### src/rtl/seg7_scan_driver.sv
// Six-digit (parameterisable) multiplexed 7-segment scan driver with frame-synchronous snapshot,
// blank/blink masks and optional leading-zero suppression (SEG7_LEADING_ZERO_BLANK_EN).
module seg7_scan_driver #(
  parameter int NUM_DIGITS     = 6,
  parameter int DWELL          = 1,
  parameter int BLINK_DIV      = 125,
  parameter bit SEG_ACTIVE_LOW = 1'b0
) (
  input  logic                    clk_1khz,
  input  logic                    switch_clr,
  input  logic [4*NUM_DIGITS-1:0] digits_in,
  input  logic [NUM_DIGITS-1:0]   blank_mask,
  input  logic [NUM_DIGITS-1:0]   blink_mask,
  output logic [6:0]              seg_out,
  output logic [NUM_DIGITS-1:0]   dig_sel,
  output logic                    frame_start,
  output logic                    blink_phase
);

  localparam int IDX_W   = (NUM_DIGITS > 1) ? $clog2(NUM_DIGITS) : 1;
  localparam int DWELL_W = (DWELL > 1) ? $clog2(DWELL) : 1;
  localparam int BLINK_W = (BLINK_DIV > 1) ? $clog2(BLINK_DIV) : 1;

  localparam logic [IDX_W-1:0]   LAST_IDX   = IDX_W'(NUM_DIGITS - 1);
  localparam logic [DWELL_W-1:0] LAST_DWELL = DWELL_W'(DWELL - 1);
  localparam logic [BLINK_W-1:0] LAST_BLINK = BLINK_W'(BLINK_DIV - 1);

  typedef enum logic {
    ST_IDLE = 1'b0,
    ST_SCAN = 1'b1
  } state_t;

  state_t                  state_reg, state_next;
  logic [IDX_W-1:0]        idx_reg, idx_next;
  logic [DWELL_W-1:0]      dwell_reg, dwell_next;
  logic                    frame_start_reg, frame_start_next;
  logic                    reload;

  logic [4*NUM_DIGITS-1:0] snap_reg;
  logic [NUM_DIGITS-1:0]   bmask_reg;
  logic [NUM_DIGITS-1:0]   kmask_reg;
  logic [NUM_DIGITS-1:0]   lz_mask;

  logic [BLINK_W-1:0]      blink_cnt_reg;
  logic                    blink_phase_reg;

  logic [NUM_DIGITS-1:0]   dig_onehot;
  logic [NUM_DIGITS-1:0]   digit_dark;
  logic [6:0]              digit_seg [NUM_DIGITS];
  logic [6:0]              seg_lit;

  function automatic logic [6:0] bcd_to_seg(input logic [3:0] value);
    logic [6:0] pattern;
    pattern = 7'b0000000;
    case (value)
      4'd0:    pattern = 7'b0111111;
      4'd1:    pattern = 7'b0000110;
      4'd2:    pattern = 7'b1011011;
      4'd3:    pattern = 7'b1001111;
      4'd4:    pattern = 7'b1100110;
      4'd5:    pattern = 7'b1101101;
      4'd6:    pattern = 7'b1111101;
      4'd7:    pattern = 7'b0000111;
      4'd8:    pattern = 7'b1111111;
      4'd9:    pattern = 7'b1101111;
      default: pattern = 7'b0000000;
    endcase
    return pattern;
  endfunction

  // Blink timebase runs regardless of scan state; it is deliberately not frame-aligned.
  always_ff @(posedge clk_1khz or negedge switch_clr) begin
    if (!switch_clr) begin
      blink_cnt_reg   <= '0;
      blink_phase_reg <= 1'b1;
    end else if (blink_cnt_reg == LAST_BLINK) begin
      blink_cnt_reg   <= '0;
      blink_phase_reg <= ~blink_phase_reg;
    end else begin
      blink_cnt_reg   <= blink_cnt_reg + 1'b1;
    end
  end

  always_ff @(posedge clk_1khz or negedge switch_clr) begin
    if (!switch_clr) begin
      state_reg       <= ST_IDLE;
      idx_reg         <= '0;
      dwell_reg       <= '0;
      frame_start_reg <= 1'b0;
    end else begin
      state_reg       <= state_next;
      idx_reg         <= idx_next;
      dwell_reg       <= dwell_next;
      frame_start_reg <= frame_start_next;
    end
  end

  always_comb begin
    state_next       = state_reg;
    idx_next         = idx_reg;
    dwell_next       = dwell_reg;
    frame_start_next = 1'b0;
    reload           = 1'b0;
    case (state_reg)
      ST_IDLE: begin
        state_next       = ST_SCAN;
        idx_next         = '0;
        dwell_next       = '0;
        frame_start_next = 1'b1;
        reload           = 1'b1;
      end
      ST_SCAN: begin
        if (dwell_reg != LAST_DWELL) begin
          dwell_next = dwell_reg + 1'b1;
        end else begin
          dwell_next = '0;
          if (idx_reg == LAST_IDX) begin
            idx_next         = '0;
            frame_start_next = 1'b1;
            reload           = 1'b1;
          end else begin
            idx_next = idx_reg + 1'b1;
          end
        end
      end
      default: state_next = ST_IDLE;
    endcase
  end

  // The snapshot only moves at frame boundaries, which is what keeps a frame from tearing.
  always_ff @(posedge clk_1khz or negedge switch_clr) begin
    if (!switch_clr) begin
      snap_reg  <= '0;
      bmask_reg <= '0;
      kmask_reg <= '0;
    end else if (reload) begin
      snap_reg  <= digits_in;
      bmask_reg <= blank_mask | lz_mask;
      kmask_reg <= blink_mask;
    end
  end

`ifdef SEG7_LEADING_ZERO_BLANK_EN
  // higher_clear[gi]: every digit above gi is zero or explicitly blanked.
  logic [NUM_DIGITS-1:1] higher_clear;

  assign lz_mask[0] = 1'b0;

  generate
    for (genvar gi = NUM_DIGITS - 1; gi >= 1; gi--) begin : g_lz
      if (gi == NUM_DIGITS - 1) begin : g_top
        assign higher_clear[gi] = 1'b1;
      end else begin : g_lower
        assign higher_clear[gi] = higher_clear[gi+1] &
                                  ((digits_in[4*(gi+1) +: 4] == 4'd0) | blank_mask[gi+1]);
      end
      assign lz_mask[gi] = (digits_in[4*gi +: 4] == 4'd0) & higher_clear[gi];
    end
  endgenerate
`else
  assign lz_mask = '0;
`endif

  generate
    for (genvar gi = 0; gi < NUM_DIGITS; gi++) begin : g_digit
      assign dig_onehot[gi] = (state_reg == ST_SCAN) && (idx_reg == IDX_W'(gi));
      assign digit_dark[gi] = bmask_reg[gi]
                            | (kmask_reg[gi] & ~blink_phase_reg)
                            | (snap_reg[4*gi +: 4] > 4'd9);
      assign digit_seg[gi]  = digit_dark[gi] ? 7'b0000000 : bcd_to_seg(snap_reg[4*gi +: 4]);
    end
  endgenerate

  always_comb begin
    seg_lit = 7'b0000000;
    for (int i = 0; i < NUM_DIGITS; i++) begin
      if (dig_onehot[i]) begin
        seg_lit = seg_lit | digit_seg[i];
      end
    end
  end

  generate
    if (SEG_ACTIVE_LOW) begin : g_pol_low
      assign seg_out = ~seg_lit;
      assign dig_sel = ~dig_onehot;
    end else begin : g_pol_high
      assign seg_out = seg_lit;
      assign dig_sel = dig_onehot;
    end
  endgenerate

  assign frame_start = frame_start_reg;
  assign blink_phase = blink_phase_reg;

endmodule

### config.mk
export PLATFORM = sky130hd
export DESIGN_NAME = seg7_scan_driver
export DESIGN_NICKNAME = d
export VERILOG_FILES = /design/src/rtl/seg7_scan_driver.sv
export SDC_FILE = /design/constraint.sdc
export NUM_CORES = 1
export LEC_CHECK = 0
export ABC_AREA = 0
export BUFFER_PORTS_ARGS = -buffer_cell sky130_fd_sc_hd__clkbuf_2
export CAP_MARGIN = 30
export CORE_UTILIZATION = 59
export CTS_BUF_LIST = sky130_fd_sc_hd__clkbuf_8
export CTS_CLUSTER_SIZE = 25
export DETAILED_ROUTE_END_ITERATION = 10
export GPL_ROUTABILITY_DRIVEN = 0
export GPL_TIMING_DRIVEN = 0
export PLACE_DENSITY = 0.92
export SETUP_SLACK_MARGIN = 0.1
export SYNTH_ARGS = -nofsm -noshare
export SYNTH_HDL_FRONTEND = slang
export SYNTH_SLANG_ARGS = --single-unit
### constraint.sdc
create_clock -name clk_1khz -period 2.7 [get_ports clk_1khz]
set_input_delay 0.54 -clock clk_1khz [delete_from_list [all_inputs] [get_ports clk_1khz]]
set_output_delay 0.54 -clock clk_1khz [all_outputs]
set_load 0.1 [all_outputs]
==> After elaboration in Yosys (flattened, before gate mapping) <==
Memories as Yosys holds them, arrays and structs flattened.
Cells that the tools add are included.
{ "op_classes": {"n_addsub": 3, "mul": 0, "n_div": 0, "order_cmp": 6, "eq_ne": 7, "n_shift": 0, "n_mux": 21, "bitwise": 25, "reduce_logical": 7} }
{ "op_table": {"columns": ["operator", "count"], "rows": [
  ["$mux W7", 13],
  ["$or A7 B7 Y7", 5],
  ["$gt A4 B4 Y1 const B", 6],
  ["$or A1 B1 Y1", 12],
  ["$add A7 B1 Y7 const B", 1],
  ["$eq A7 B7 Y1 const B", 1],
  ["$and A1 B1 Y1", 6],
  ["$eq A3 B2 Y1 const B", 2],
  ["$eq A3 B3 Y1 const B", 2],
  ["$logic_and A1 B1 Y1", 6],
  ["$mux W3", 2],
  ["$pmux W3 S2", 1],
  ["$pmux W1 S2", 2],
  ["$add A3 B1 Y3 const B", 1],
  ["$eq A3 B1 Y1 const B", 1],
  ["$logic_not A3 Y1", 1],
  ["$mux W1", 3],
  ["$ne A2 B2 Y1 const B", 1],
  ["$not A1 Y1", 2],
  ["$add A1 B1 Y1 const B", 1]
]} }
{ "totals": {"regBits": 50, "latchBits": 0, "ram_bits": 0, "rom_bits": 672, "input_bits": 38, "out_inout_bits": 15, "wordCells": 84, "mem_count": 6} }
{ "mem_list": {"columns": ["name", "depth", "width", "read_ports", "rd_ports_with_merged_regs", "wr", "line", "source"], "rows": [
  ["(name not given)", 16, 7, 1, 0, 0, "55", "case (value)"],
  ["(name not given)", 16, 7, 1, 0, 0, "55", null],
  ["(name not given)", 16, 7, 1, 0, 0, "55", null],
  ["(name not given)", 16, 7, 1, 0, 0, "55", null],
  ["(name not given)", 16, 7, 1, 0, 0, "55", null],
  ["(name not given)", 16, 7, 1, 0, 0, "55", null]
]} }

==> Depth between registers and ports, before layout <==
{ "logic_depth": {"word_depth": 16, "mapped_depth": 7, "mapped_depth_nobuf": 7} }

==> Worst setup path before layout <==
No wires, ideal clock.
{ "synth_path": {"path_type": "flip-flop to output port", "startpoint": "register idx_reg[0]", "endpoint": "output seg_out[2]", "arrival_ps": 2955, "required_time_ps": 2160, "path_slack_ps": -795, "stages_incl_launch_ff": 6, "cell_sequence": "dfrtp_1 nor4bb_4 nor3b_4 nand2_2 o22ai_1 or4_1"} }
{ "synth_via": {"word_cells_on_any_way": 23, "classes_between": "eq/ne (5); mux (6); bitwise (5); reduce/logical (7)"} }
{ "synth_rtl": {"columns": ["item", "line", "source"], "rows": [
  ["start: declaration", "34", "logic [IDX_W-1:0] idx_reg, idx_next;"],
  ["start signal: assignment", "92", "idx_reg <= idx_next;"],
  ["$eq A3 B3 Y1 (*)", "166", "assign dig_onehot[gi] = (state_reg == ST_SCAN) && (idx_reg == IDX_W'(gi));"],
  ["$logic_and A1 B1 Y1 (*)", "166", null],
  ["net dig_sel[4]", "15", "output logic [NUM_DIGITS-1:0] dig_sel,"],
  ["$mux W7 (*)", "177", "if (dig_onehot[i]) begin"],
  ["$or A7 B7 Y7", "178", "seg_lit = seg_lit | digit_seg[i];"],
  ["$mux W7 (*)", "177", null],
  ["end: declaration", "14", "output logic [6:0] seg_out,"]
]} }
The timed path passes the listed nets; every way through them passes the cells marked *.

==> Worst setup path after layout <==
{ "layout_path": {"startpoint": "register idx_reg[0]", "endpoint": "output seg_out[5]"} }
{ "layout_via": {"elab_chain_cells": 13, "word_cells_on_any_way": 23, "classes_between": "eq/ne (5); mux (6); bitwise (5); reduce/logical (7)"} }
{ "layout_rtl": {"columns": ["item", "line"], "rows": [
  ["$logic_not A3 Y1", "166"],
  ["$logic_and A1 B1 Y1", "166"],
  ["$mux W7", "177"],
  ["$or A7 B7 Y7", "178"],
  ["$mux W7", "177"],
  ["$or A7 B7 Y7", "178"],
  ["$mux W7", "177"],
  ["$or A7 B7 Y7", "178"],
  ["$mux W7", "177"],
  ["$or A7 B7 Y7", "178"],
  ["$mux W7", "177"],
  ["$or A7 B7 Y7", "178"],
  ["$mux W7 (*)", "177"]
]} }
Mark *: on every way between the ends. The rest lies on a longest branch, timed or not.

==> impl_metrics.env <==
export IMPL_critical_path_top_delay_family="simple AND/OR/NAND/NOR gates"
export IMPL_r2r_cells=5
export IMPL_wl_met3_um=690
export IMPL_drc=3
export IMPL_holdWs_ns=0.186
export IMPL_wl_met1_um=3680
export IMPL_globalRouteTotalUtil_pct=31.3
export IMPL_clk_pin_slew_ns=0.10
export IMPL_yosys_top_cells_area="dfrtp_1 (36%), ha_1 (12%), mux2_2 (8.1%)"
export IMPL_crit_chain="buf_4 -> nor4bb_4 -> nor3b_4 -> nand2_2 -> o22ai_2 -> or4_4 -> clkbuf_16"
export IMPL_nNetsFinal=516
export IMPL_ys_types=49
export IMPL_drive_gt1_share_pct=47.6
export IMPL_cap_viol_max_count=0
export IMPL_cp_startpoint="idx_reg[0]"
export IMPL_final_cells=517
export IMPL_cts_max_path_buffers=2
export IMPL_die_y_um=77.4
export IMPL_hold_path_class="input port to async pin"
export IMPL_r2r_start="idx_reg[1]"
export IMPL_hold_viol=0
export IMPL_highest_layer="met4"
export IMPL_period_share_pct=105
export IMPL_path_max_fanout=5
export IMPL_p_leak_nw=2.04
export IMPL_path_depth=7
export IMPL_finalClockSkew_ns=0.0133
export IMPL_die_w_um=77.4
export IMPL_grt_max_degree=32
export IMPL_ys_flop_type="dfrtp_1"
export IMPL_finalWirelength_um=9950
export IMPL_syn_to_final_growth_pct=36.3
export IMPL_synth_edf_count=0
export IMPL_synth_common_cells="dfrtp_1 (48), nor2_1 (44), ha_1 (33)"
export IMPL_fin_area_um2=4570
export IMPL_crit_path_max_incr_delay_ns=0.45
export IMPL_syn_area_um2=3350
export IMPL_cp_arrival_ns=2.30
export IMPL_cts_root_buf="clkbuf_8"
export IMPL_postCtsHoldBufs=0
export IMPL_violations="DRC, setup timing"
export IMPL_setup_ws_ns=-0.135
export IMPL_via_per_inst=6.04
export IMPL_grt_pass1_vias=3066
export IMPL_core_um2=5510
export IMPL_ios=53
export IMPL_synth_cells=350
export IMPL_p_per_area_nw_per_um2=460
export IMPL_synth_top_area_share_pct=35.8
export IMPL_cts_buffers=5
export IMPL_core_rowCount=27
export IMPL_dieArea_um2=5990
export IMPL_post_dp_hpwl_um=5630
export IMPL_via_count=3122
export IMPL_start_util_pct=60.9
export IMPL_cts_tree="built"
export IMPL_synth_seq_cells=49
export IMPL_syn_area_per_cell_um2=9.58
export IMPL_htreeDepth=2
export IMPL_setup_viol=6
export IMPL_insertion_delay_ns=0.32
export IMPL_peakVddDrop_mv=0.453
export IMPL_yosysSeqAreaShare_pct=36.6
export IMPL_placed_cell_area_um2=3760
export IMPL_antenna_found_initial=0
export IMPL_worst_slew_pin_transition_ns=0.610
export IMPL_synth_top_cell_by_area="dfrtp_1"
export IMPL_grt_first_pass_wirelength_um=14500
export IMPL_antenna_cells=0
export IMPL_synth_nets=421
export IMPL_drt_iter0_markers=295
export IMPL_rsz0062_at_grt="true"
export IMPL_drt_wirelength_per_cell_um=19.3
export IMPL_placed_cells=475
export IMPL_cts_sinks=49
export IMPL_multi_input_area_um2=2260
export IMPL_yosys_warnings=0
export IMPL_start_kind="register"
export IMPL_crit_buf_inv=2
export IMPL_dr_pass1_iters=10
export IMPL_largest_reg_flops=24
export IMPL_worstSetupEndpointType="output port"
export IMPL_crit_slowest_cell="dfrtp_2"
export IMPL_seqCellArea_um2=1230
export IMPL_path_class="register to output port"
export IMPL_route_met2_wl_um=5080
export IMPL_drt_antenna_violating_nets=0
export IMPL_numPortBuffers=52
export IMPL_required_ns=2.16
export IMPL_fin_crit_ns=2.84
export IMPL_status="finished, violations left"
export IMPL_async_flop_share_pct=100
export IMPL_fill_cells=282
export IMPL_synth_most_common_cell="dfrtp_1"
export IMPL_max_freq_ghz=0.353
export IMPL_maxSlewHeadroom_pct=59.4
export IMPL_fin_setup_tns_ns=-0.547
export IMPL_grt_ovfl_total=0
export IMPL_slew_violations=0
worst paths after layout:
kind | slack [ns] | to
setup / recovery | -0.14 | seg_out[5]
hold / removal | 0.19 | snap_reg[8]
setup reg to reg | 0.82 | snap_reg[0]
hold reg to reg | 0.48 | blink_cnt_reg[0]
max in group asynchronous | 1.87 | blink_phase
min in group clk_1khz | 0.42 | snap_reg[20]
worst reg2reg max path, delay by kind of cell, from the launching register on:
kind | cells | cell delay [ns]
AOI/OAI and AO/OA | 2 | 0.46
buffers and inverters | 2 | 0.67
and+or+nand+nor | 1 | 0.18
DFF | 1 | 0.43
cell usage in the layout (no fill, tap or decap), types with 8 or more instances in the layout:
| cell type | n |
|---|---|
| dfrtp_1 | 44 |
| ha_4 | 8 |
| inv_2 | 11 |
| o21ai_0 | 21 |
| nand2_1 | 19 |
| mux2_2 | 24 |
| buf_4 | 32 |
| a21oi_1 | 18 |
| nor2_1 | 39 |
| clkbuf_2 | 45 |
| ha_1 | 22 |
| inv_1 | 9 |
kinds of logic (layout without fill, tap and decap cells):
logic type	count (synthesis)	after routing	synth area share (%)
AND/OR/NAND/NOR	124	124	20.3
AO/OA/AOI/OAI	74	74	14.8
flip-flops	49	49	36.6
buffers and inverters	38	133	5.89
adder cells (fa/ha/maj)	33	33	12.3
multiplexers	26	26	8.65
XOR/XNOR	5	5	1.31
other	1	1	0.112
where the power goes:
part / total [mW] / internal [mW] / leakage (nW) / switching, mW
registers: 0.863 / 0.795 / 0.577 / 0.0679
clock network: 0.466 / 0.203 / 0.0433 / 0.263
logic: 0.772 / 0.338 / 1.42 / 0.434
total: 2.10 / 1.34 / 2.04 / 0.765
through the flow:
stage	util, %	power (mW)	setup slack (ns)
2_1_floorplan	-	1.26	-0.368
3_3_place_gp	68.0	1.37	-0.170
3_5_place_dp	68.3	1.40	-0.124
4_1_cts	80.7	2.01	-0.0636
5_1_grt	83.0	2.19	-0.226
6_report	83.0	2.10	-0.135
what timing repair did:
item | CTS | global route
cloned | 0 | 0
setup endpoints to repair | 7 | 7
resized for setup | 75 | 22
pin swaps | 19 | 15
buffers inserted | 32 | 4
per-layer routing:
layer  track usage [%]  up-vias
met1              36.0     1510
met3              5.88       52
li1                  -     1390
met2              56.5      170
met5                 0        -
met4              13.2        0
layout make-up:
class                   instances  share of cell area [%]
multi-input cells             263                    49.5
clock buffers                   6                    1.81
flip-flops and latches         49                    27.0
plain buffers                  16                    2.22
repair buffers                 89                    15.5
clock inverters                 1                   0.164
well taps                      72                    1.97
inverters                      21                    1.89
(Power assumes the default switching activity.)
